### config.mk
export PLATFORM = sky130hd
export DESIGN_NAME = game_ctrl
export DESIGN_NICKNAME = d
export VERILOG_FILES = /design/src/rtl/game_ctrl.sv
export SDC_FILE = /design/constraint.sdc
export NUM_CORES = 1
export LEC_CHECK = 0
export ABC_AREA = 1
export BUFFER_PORTS_ARGS = -buffer_cell sky130_fd_sc_hd__buf_2
export CAP_MARGIN = 25
export CORE_AREA = 2 2 83 85
export CTS_CLUSTER_DIAMETER = 120
export DETAILED_ROUTE_END_ITERATION = 12
export DIE_AREA = 0 0 85 87
export PLACE_DENSITY = 0.84
export SLEW_MARGIN = 5
export SYNTH_ARGS = -nofsm -noshare
export SYNTH_HDL_FRONTEND = slang
export SYNTH_SLANG_ARGS = --single-unit
### constraint.sdc
create_clock -name clk -period 2.35 [get_ports clk]
set_clock_uncertainty 0.05 [all_clocks]
set_input_delay 0.3525 -clock clk [delete_from_list [all_inputs] [get_ports clk]]
set_output_delay 0.3525 -clock clk [all_outputs]
set_load 0.01 [all_outputs]
### src/rtl/game_ctrl.sv
// Pong match controller: scoring, serve pause, speed ramp and winner.
// Ports: clk/reset, start, out_left/out_right in; ball_reset, speed, entropy, scores, game_over, winner out.
module game_ctrl #(
  parameter int unsigned SERVE_DELAY = 2000,
  parameter int unsigned RAMP_PERIOD = 4000,
  parameter int unsigned SPEED_INIT  = 4,
  parameter int unsigned SPEED_MAX   = 15,
  parameter int unsigned WIN_SCORE   = 9
) (
  input  logic       clk,
  input  logic       reset,
  input  logic       start,
  input  logic       out_left,
  input  logic       out_right,
  output logic       ball_reset,
  output logic [3:0] speed,
  output logic [4:0] entropy,
  output logic [3:0] score_l,
  output logic [3:0] score_r,
  output logic       game_over,
  output logic       winner
);

  localparam logic [15:0] SRV_LOAD  = 16'(SERVE_DELAY - 1);
  localparam logic [15:0] RAMP_LAST = 16'(RAMP_PERIOD - 1);
  localparam logic [3:0]  SPD_INIT  = 4'(SPEED_INIT);
  localparam logic [3:0]  SPD_MAX   = 4'(SPEED_MAX);
  localparam logic [3:0]  WIN       = 4'(WIN_SCORE);

  typedef enum logic [1:0] {
    S_IDLE,
    S_SERVE,
    S_PLAY,
    S_OVER
  } state_e;

  state_e      state_q, state_d;
  logic [15:0] lfsr_q, lfsr_d;
  logic [15:0] srv_cnt_q, srv_cnt_d;
  logic [15:0] ramp_q, ramp_d;
  logic        ball_reset_q, ball_reset_d;
  logic [3:0]  speed_q, speed_d;
  logic [3:0]  score_l_q, score_l_d;
  logic [3:0]  score_r_q, score_r_d;
  logic        game_over_q, game_over_d;
  logic        winner_q, winner_d;
  logic [3:0]  pt_new;

  // out_left has priority: it scores for the right player
  assign pt_new = out_left ? score_r_q + 4'd1 : score_l_q + 4'd1;

  always_comb begin
    state_d      = state_q;
    srv_cnt_d    = srv_cnt_q;
    ramp_d       = ramp_q;
    ball_reset_d = ball_reset_q;
    speed_d      = speed_q;
    score_l_d    = score_l_q;
    score_r_d    = score_r_q;
    game_over_d  = game_over_q;
    winner_d     = winner_q;
    // x^16+x^14+x^13+x^11+1, right-shifting form
    lfsr_d = {lfsr_q[0] ^ lfsr_q[2] ^ lfsr_q[3] ^ lfsr_q[5],
              lfsr_q[15:1]};

    unique case (state_q)
      S_IDLE, S_OVER: begin
        if (start) begin
          state_d      = S_SERVE;
          score_l_d    = '0;
          score_r_d    = '0;
          game_over_d  = 1'b0;
          srv_cnt_d    = SRV_LOAD;
          ball_reset_d = 1'b1;
          speed_d      = SPD_INIT;
        end
      end
      S_SERVE: begin
        if (srv_cnt_q == '0) begin
          state_d      = S_PLAY;
          ball_reset_d = 1'b0;
          ramp_d       = '0;
        end else begin
          srv_cnt_d = srv_cnt_q - 16'd1;
        end
      end
      S_PLAY: begin
        if (ramp_q == RAMP_LAST) begin
          ramp_d = '0;
          if (speed_q < SPD_MAX) speed_d = speed_q + 4'd1;
        end else begin
          ramp_d = ramp_q + 16'd1;
        end
        if (out_left || out_right) begin
          if (out_left) score_r_d = pt_new;
          else          score_l_d = pt_new;
          ball_reset_d = 1'b1;
          if (pt_new == WIN) begin
            state_d     = S_OVER;
            game_over_d = 1'b1;
            winner_d    = out_left;
            speed_d     = '0;
          end else begin
            state_d   = S_SERVE;
            srv_cnt_d = SRV_LOAD;
            speed_d   = SPD_INIT;
          end
        end
      end
    endcase
  end

  always_ff @(posedge clk or posedge reset) begin
    if (reset) begin
      state_q      <= S_IDLE;
      lfsr_q       <= 16'hACE1;
      srv_cnt_q    <= '0;
      ramp_q       <= '0;
      ball_reset_q <= 1'b1;
      speed_q      <= '0;
      score_l_q    <= '0;
      score_r_q    <= '0;
      game_over_q  <= 1'b0;
      winner_q     <= 1'b0;
    end else begin
      state_q      <= state_d;
      lfsr_q       <= lfsr_d;
      srv_cnt_q    <= srv_cnt_d;
      ramp_q       <= ramp_d;
      ball_reset_q <= ball_reset_d;
      speed_q      <= speed_d;
      score_l_q    <= score_l_d;
      score_r_q    <= score_r_d;
      game_over_q  <= game_over_d;
      winner_q     <= winner_d;
    end
  end

  assign ball_reset = ball_reset_q;
  assign speed      = speed_q;
  assign entropy    = lfsr_q[4:0];
  assign score_l    = score_l_q;
  assign score_r    = score_r_q;
  assign game_over  = game_over_q;
  assign winner     = winner_q;

endmodule

== Word-level counts from Yosys, hierarchy flattened ==
Cells that the tools add are included.
W data, S select, Z words.
Storage, ports and cells
  flip-flop bits (word level): 65
  output and inout bits: 20
  logic and storage cells: 83
  bits of input ports: 5
Cells by class
  magnitude comparators: 1
  equality and inequality tests: 15
  bitwise operators: 3
  add/sub/neg operators: 5
  mux-type cells: 35
  reduce and logical (&&, ||, !) cells: 14
Operators with widths (number)
  $mux W16: 6
  $pmux W16 S3: 1
  $mux W4: 10
  $pmux W16 S2: 1
  $pmux W4 S2: 3
  $reduce_and A4 Y1: 5
  $add A16 B1 Y16 const B: 1
  $eq A16 B12 Y1 const B: 1
  $logic_not A16 Y1: 1
  $ne A2 B2 Y1 const B: 8
  $sub A16 B1 Y16 const B: 1
  $add A4 B1 Y4 const B: 3
  $mux W2: 4
  $mux W1: 6
  $ne A3 B3 Y1 const B: 2
  $pmux W2 S3: 1
  $reduce_and A3 Y1: 2
  $eq A2 B2 Y1 const B: 2
  $eq A4 B4 Y1 const B: 1
  $lt A4 B4 Y1 const B: 1
  $reduce_bool A2 Y1: 2
  $mux W3: 1
  $pmux W1 S3: 1
  $xor A1 B1 Y1: 3
  other kinds (6): 6

== Depth between registers and ports, before layout ==
  depth in word-level cells: 6
  depth in mapped cells: 14

== Least setup slack after synthesis ==
OpenSTA, ideal clock, no wires.
  path type: input to register
  start: input out_left
  end: register srv_cnt_q[3]
  setup time: 0.117 ns
  path slack: 0.606 ns
  data arrival time: 1.578 ns
  stages on the path: 11
  cells stage by stage: buf_6 -> nand2_1 -> nand2_4 -> ha_1 -> nand3_1 -> nand2_2 -> nor2_4 -> nand3_4 -> buf_2 -> nand3_1 -> nand2_1
On the way
  longest elaborated chain between the ends: 4
  elaborated cells between the ends (all ways): 6
RTL lines
  start, declared: line 13  | input logic out_left,
  $mux W4: line 50  | assign pt_new = out_left ? score_r_q + 4'd1 : score_l_q + 4'd1;
  $eq A4 B4 Y1: line 98  | if (pt_new == WIN) begin
  $ne A2 B2 Y1 (no source line)
  $reduce_and A4 Y1 (no source line) *
  end signal, assigned: line 128  | srv_cnt_q <= srv_cnt_d;
  end, declared: line 39  | logic [15:0] srv_cnt_q, srv_cnt_d;
Every way passes the cells marked *; elsewhere a longest branch is shown, timed or not.
A chain may end at the register's enable or synchronous reset.

== Final worst setup path ==
  start: register state_q[0]
  end: register score_l_q[2] (netlist: score_l[2])
On the way
  longest elaborated chain between the ends: 4
  elaborated cells between the ends (all ways): 10
RTL lines
  start, declared: line 37  | state_e state_q, state_d;
  start signal, assigned: line 126  | state_q <= state_d;
  $eq A2 B2 Y1 / $logic_not A2 Y1 (equally long branches): line 66  | unique case (state_q)
  $reduce_or A2 Y1: line 66
  $ne A2 B2 Y1 (no source line) / $reduce_bool A2 Y1 (equally long branches)
  $reduce_and A4 Y1 (no source line)
  end signal, assigned: line 132  | score_l_q <= score_l_d;
  end, declared: line 43  | logic [3:0] score_l_q, score_l_d;
Several ways; a longest one is shown, not always the timed one.

==> flow_metrics.tcl <==
set metrics [dict create \
    grt_first_pass_wirelength_mm 14.1 \
    starting_density_of_the_core_pct 57.4 \
    first_global_vias 3179 \
    regArea_um2 1640 \
    synth-warning-count 0 \
    fmax_mhz 508 \
    detail_route.wirelength_mm 7.91 \
    timing.critical_path.cells "inv_1, ha_1, inv_1, nand2_1, nand2_1, nor2_1, inv_1, a21oi_2, nand2_1, o21ai_0" \
    power_leakage_uw 0.00204 \
    synth.cells.most_frequent "sky130_fd_sc_hd__nand2_1 (145), sky130_fd_sc_hd__dfrtp_1 (56), sky130_fd_sc_hd__nor2_1 (56)" \
    drt_pre_antenna_iters 4 \
    floorplan.die.height_um 87 \
    timing.critical_path.to_type "flip-flop" \
    post-layout-total-power_uw 3680 \
    worst_ep_required_time_ns 2.57 \
    grt_setup_unrepaired "no" \
    clkSlewWorstSetupHoldPaths_ns 0.09 \
    power_per_cell_area_nw_per_um2 887 \
    drt_first_iter_violations 199 \
    route.detailed.drc 0 \
    routed_wire_length_per_instance_um 12.8 \
    post_synth_instance_area_um2 3770 \
    numPlacedInstances 601 \
    post_synth_edffs 0 \
    synth_async_sr_flop_share_pct 100 \
    filler_instances 541 \
    io_pins 25 \
    antenna_left 0 \
    finish.utilization_pct 63.2 \
    synthDominantAreaCellType "sky130_fd_sc_hd__dfrtp_1" \
    post-dp-hpwl_mm 5.82 \
    synth_fp_nets 516 \
    worst-slew-pin-transition_ns 0.579 \
    synth.most_common_cell "sky130_fd_sc_hd__nand2_1" \
    share_of_the_clock_period_used_by_the_worst_path_pct 83.8 \
    finalHoldWorstSlack_ns -0.00704 \
    ys_dominant_reg_cell "sky130_fd_sc_hd__dfrtp_1" \
    crit_type "flip-flop to flip-flop" \
    ys_seq_elements 65 \
    hold_buffers 0 \
    clock_path_buffers 2 \
    pin_count_of_the_biggest_net_entering_global_routing 28 \
    core.rowCount 30 \
    status "finished, violations left" \
    slew_violations 0 \
    arrival_ns 2.19 \
    ctsHtreeMaxLevel 3 \
    area_growth_pct 10.2 \
    cell_with_the_largest_stage_delay_on_the_worst_path "sky130_fd_sc_hd__dfrtp_1" \
    worst_hold_path_type "input pin to asynchronous set/reset pin" \
    seq_area_frac_synth_pct 43.4 \
    tritoncts "built" \
    later_pin_clock_latency_in_the_skew_report_ns 0.36 \
    cts.sink_count 65 \
    max_slew_margin_pct 61.4 \
    cp_peak_stage_delay_ns 0.42 \
    ctsRootBufferMaster "sky130_fd_sc_hd__clkbuf_8" \
    cts_setup_buffers 0 \
    cts_buffers 9 \
    via_per_inst 5.31 \
    grt.total_usage_pct 23.8 \
    gp_congestion 0.972 \
    layout.nets 545 \
    grt_overflow 0 \
    core-area_um2 6570 \
    final.min_clock_period_ns 1.97 \
    post_cts.resized_instances 0 \
    path_max_fanout 8 \
    synth_top_cells_by_area "sky130_fd_sc_hd__dfrtp_1 (37%), sky130_fd_sc_hd__nand2_1 (14%), sky130_fd_sc_hd__nand3_1 (6.6%)" \
    antenna_cells 0 \
    hold_violations 2 \
    critPathLaunchType "flip-flop" \
    violated_checks "hold timing" \
    setup-tns-final_ns 0 \
    dieArea_um2 7400 \
    drive_gt1_share_pct 18.1 \
    finalSetupViolations 0 \
    crit_start "state_q[0]$_DFFE_PP0P_" \
    synthDominantCellAreaShare_pct 37.2 \
    placement.io_buffers 24 \
    multi_input_comb_area_um2 1820 \
    yosysUniqueCellTypes 33 \
    maxCapViolCount 0 \
    max_vdd_drop_mv 0.786 \
    finalNonFillerCells 617 \
    floorplan.die.width_um 85 \
    netlist_instances 503 \
    syn_avg_cell_area_um2 7.49 \
    grt_antenna_before_repair 0 \
    reg2reg_from "state_q[0]$_DFFE_PP0P_" \
    dr_total_vias 3279 \
]
[critical path, delay by kind of cell (launching register included)]
| family | cells | cell delay, ns |
|---|---|---|
| DFF | 1 | 0.42 |
| AOI/OAI and AO/OA | 2 | 0.40 |
| and+or+nand+nor | 4 | 0.42 |
| buffers and inverters | 3 | 0.22 |
| adders and majority gates | 1 | 0.36 |
[registers in the layout (all words and copies together) (netlist names)]
register / flops
speed: 4
srv_cnt_q: 16
ball_reset: 1
score_r: 4
winner: 1
state_q: 2
lfsr_q: 16
ramp_q: 16
game_over: 1
score_l: 4
[where the power goes]
part | total, uW | switching, uW | internal [uW]
Clock | 892 | 491 | 402
Combinational | 1340 | 898 | 446
Sequential | 1450 | 166 | 1280
Total | 3680 | 1550 | 2130
[cell type report]
type / count / area share [%]
clock buffers: 9 / 2.98
clock inverters: 7 / 1.48
repair buffers: 32 / 4.64
well taps: 80 / 2.41
inverters: 57 / 5.27
flip-flops and latches: 65 / 39.4
multi-input cells: 367 / 43.8
[final timing paths]
path                                     endpoint  slack [ns]  cells past startpoint
hold / removal             score_l[0]$_DFFE_PP0P_      -0.007                      2
setup reg to reg           score_l[2]$_DFFE_PP0P_        0.38                     10
max in group asynchronous     lfsr_q[6]$_DFF_PP1_        1.56                      3
hold reg to reg               lfsr_q[5]$_DFF_PP1_        0.31                      0
setup / recovery           score_l[2]$_DFFE_PP0P_        0.38                     10
min in group clk               winner$_DFFE_PP0P_        0.30                      3
[layer usage]
metal / vias up / part of all wire [%] / track usage [%]
li1: 1653 / - / -
met1: 1540 / 44 / 30.3
met2: 73 / 50 / 39.1
met3: 13 / 4.3 / 5.40
met4: 0 / 1.7 / 9.96
met5: - / 0 / 0
[stage by stage]
step	instance area [um2]	setup slack, ns
final	4150	0.380
after global routing	4150	0.236
after CTS	4150	0.400
after detailed placement	3970	0.337
after global placement	3970	0.413
after floorplan	3770	0.336
[kinds of logic (layout without fill, tap and decap cells)]
group | count (synthesis) | in the layout | share of synthesized area (%)
flip-flops | 65 | 65 | 43.4
AO/OA/AOI/OAI | 39 | 39 | 5.44
buffers and inverters | 71 | 105 | 8.33
XOR/XNOR | 13 | 13 | 3.02
AND/OR/NAND/NOR | 307 | 307 | 37.1
adder cells (fa/ha/maj) | 8 | 8 | 2.66
[placed cells by master, fill, tap and decap left out, drive strengths merged]
| master | Yosys | final |
|---|---|---|
| a21oi | 14 | 14 |
| nor3 | 8 | 8 |
| nand4 | 12 | 12 |
| dfrtp | 56 | 56 |
| o21ai | 24 | 24 |
| nand3b | 6 | 6 |
| dfstp | 9 | 9 |
| nand3 | 52 | 52 |
| buf | 12 | 32 |
| xnor2 | 6 | 6 |
| inv | 57 | 61 |
| clkinvlp | 0 | 2 |
| or2 | 2 | 2 |
| o21bai | 1 | 1 |
| clkinv | 0 | 1 |
| nand2 | 167 | 167 |
| ha | 8 | 8 |
| nor2 | 60 | 60 |
| clkbuf | 2 | 9 |
| xor2 | 7 | 7 |
Power figures use the tool's default switching activity.
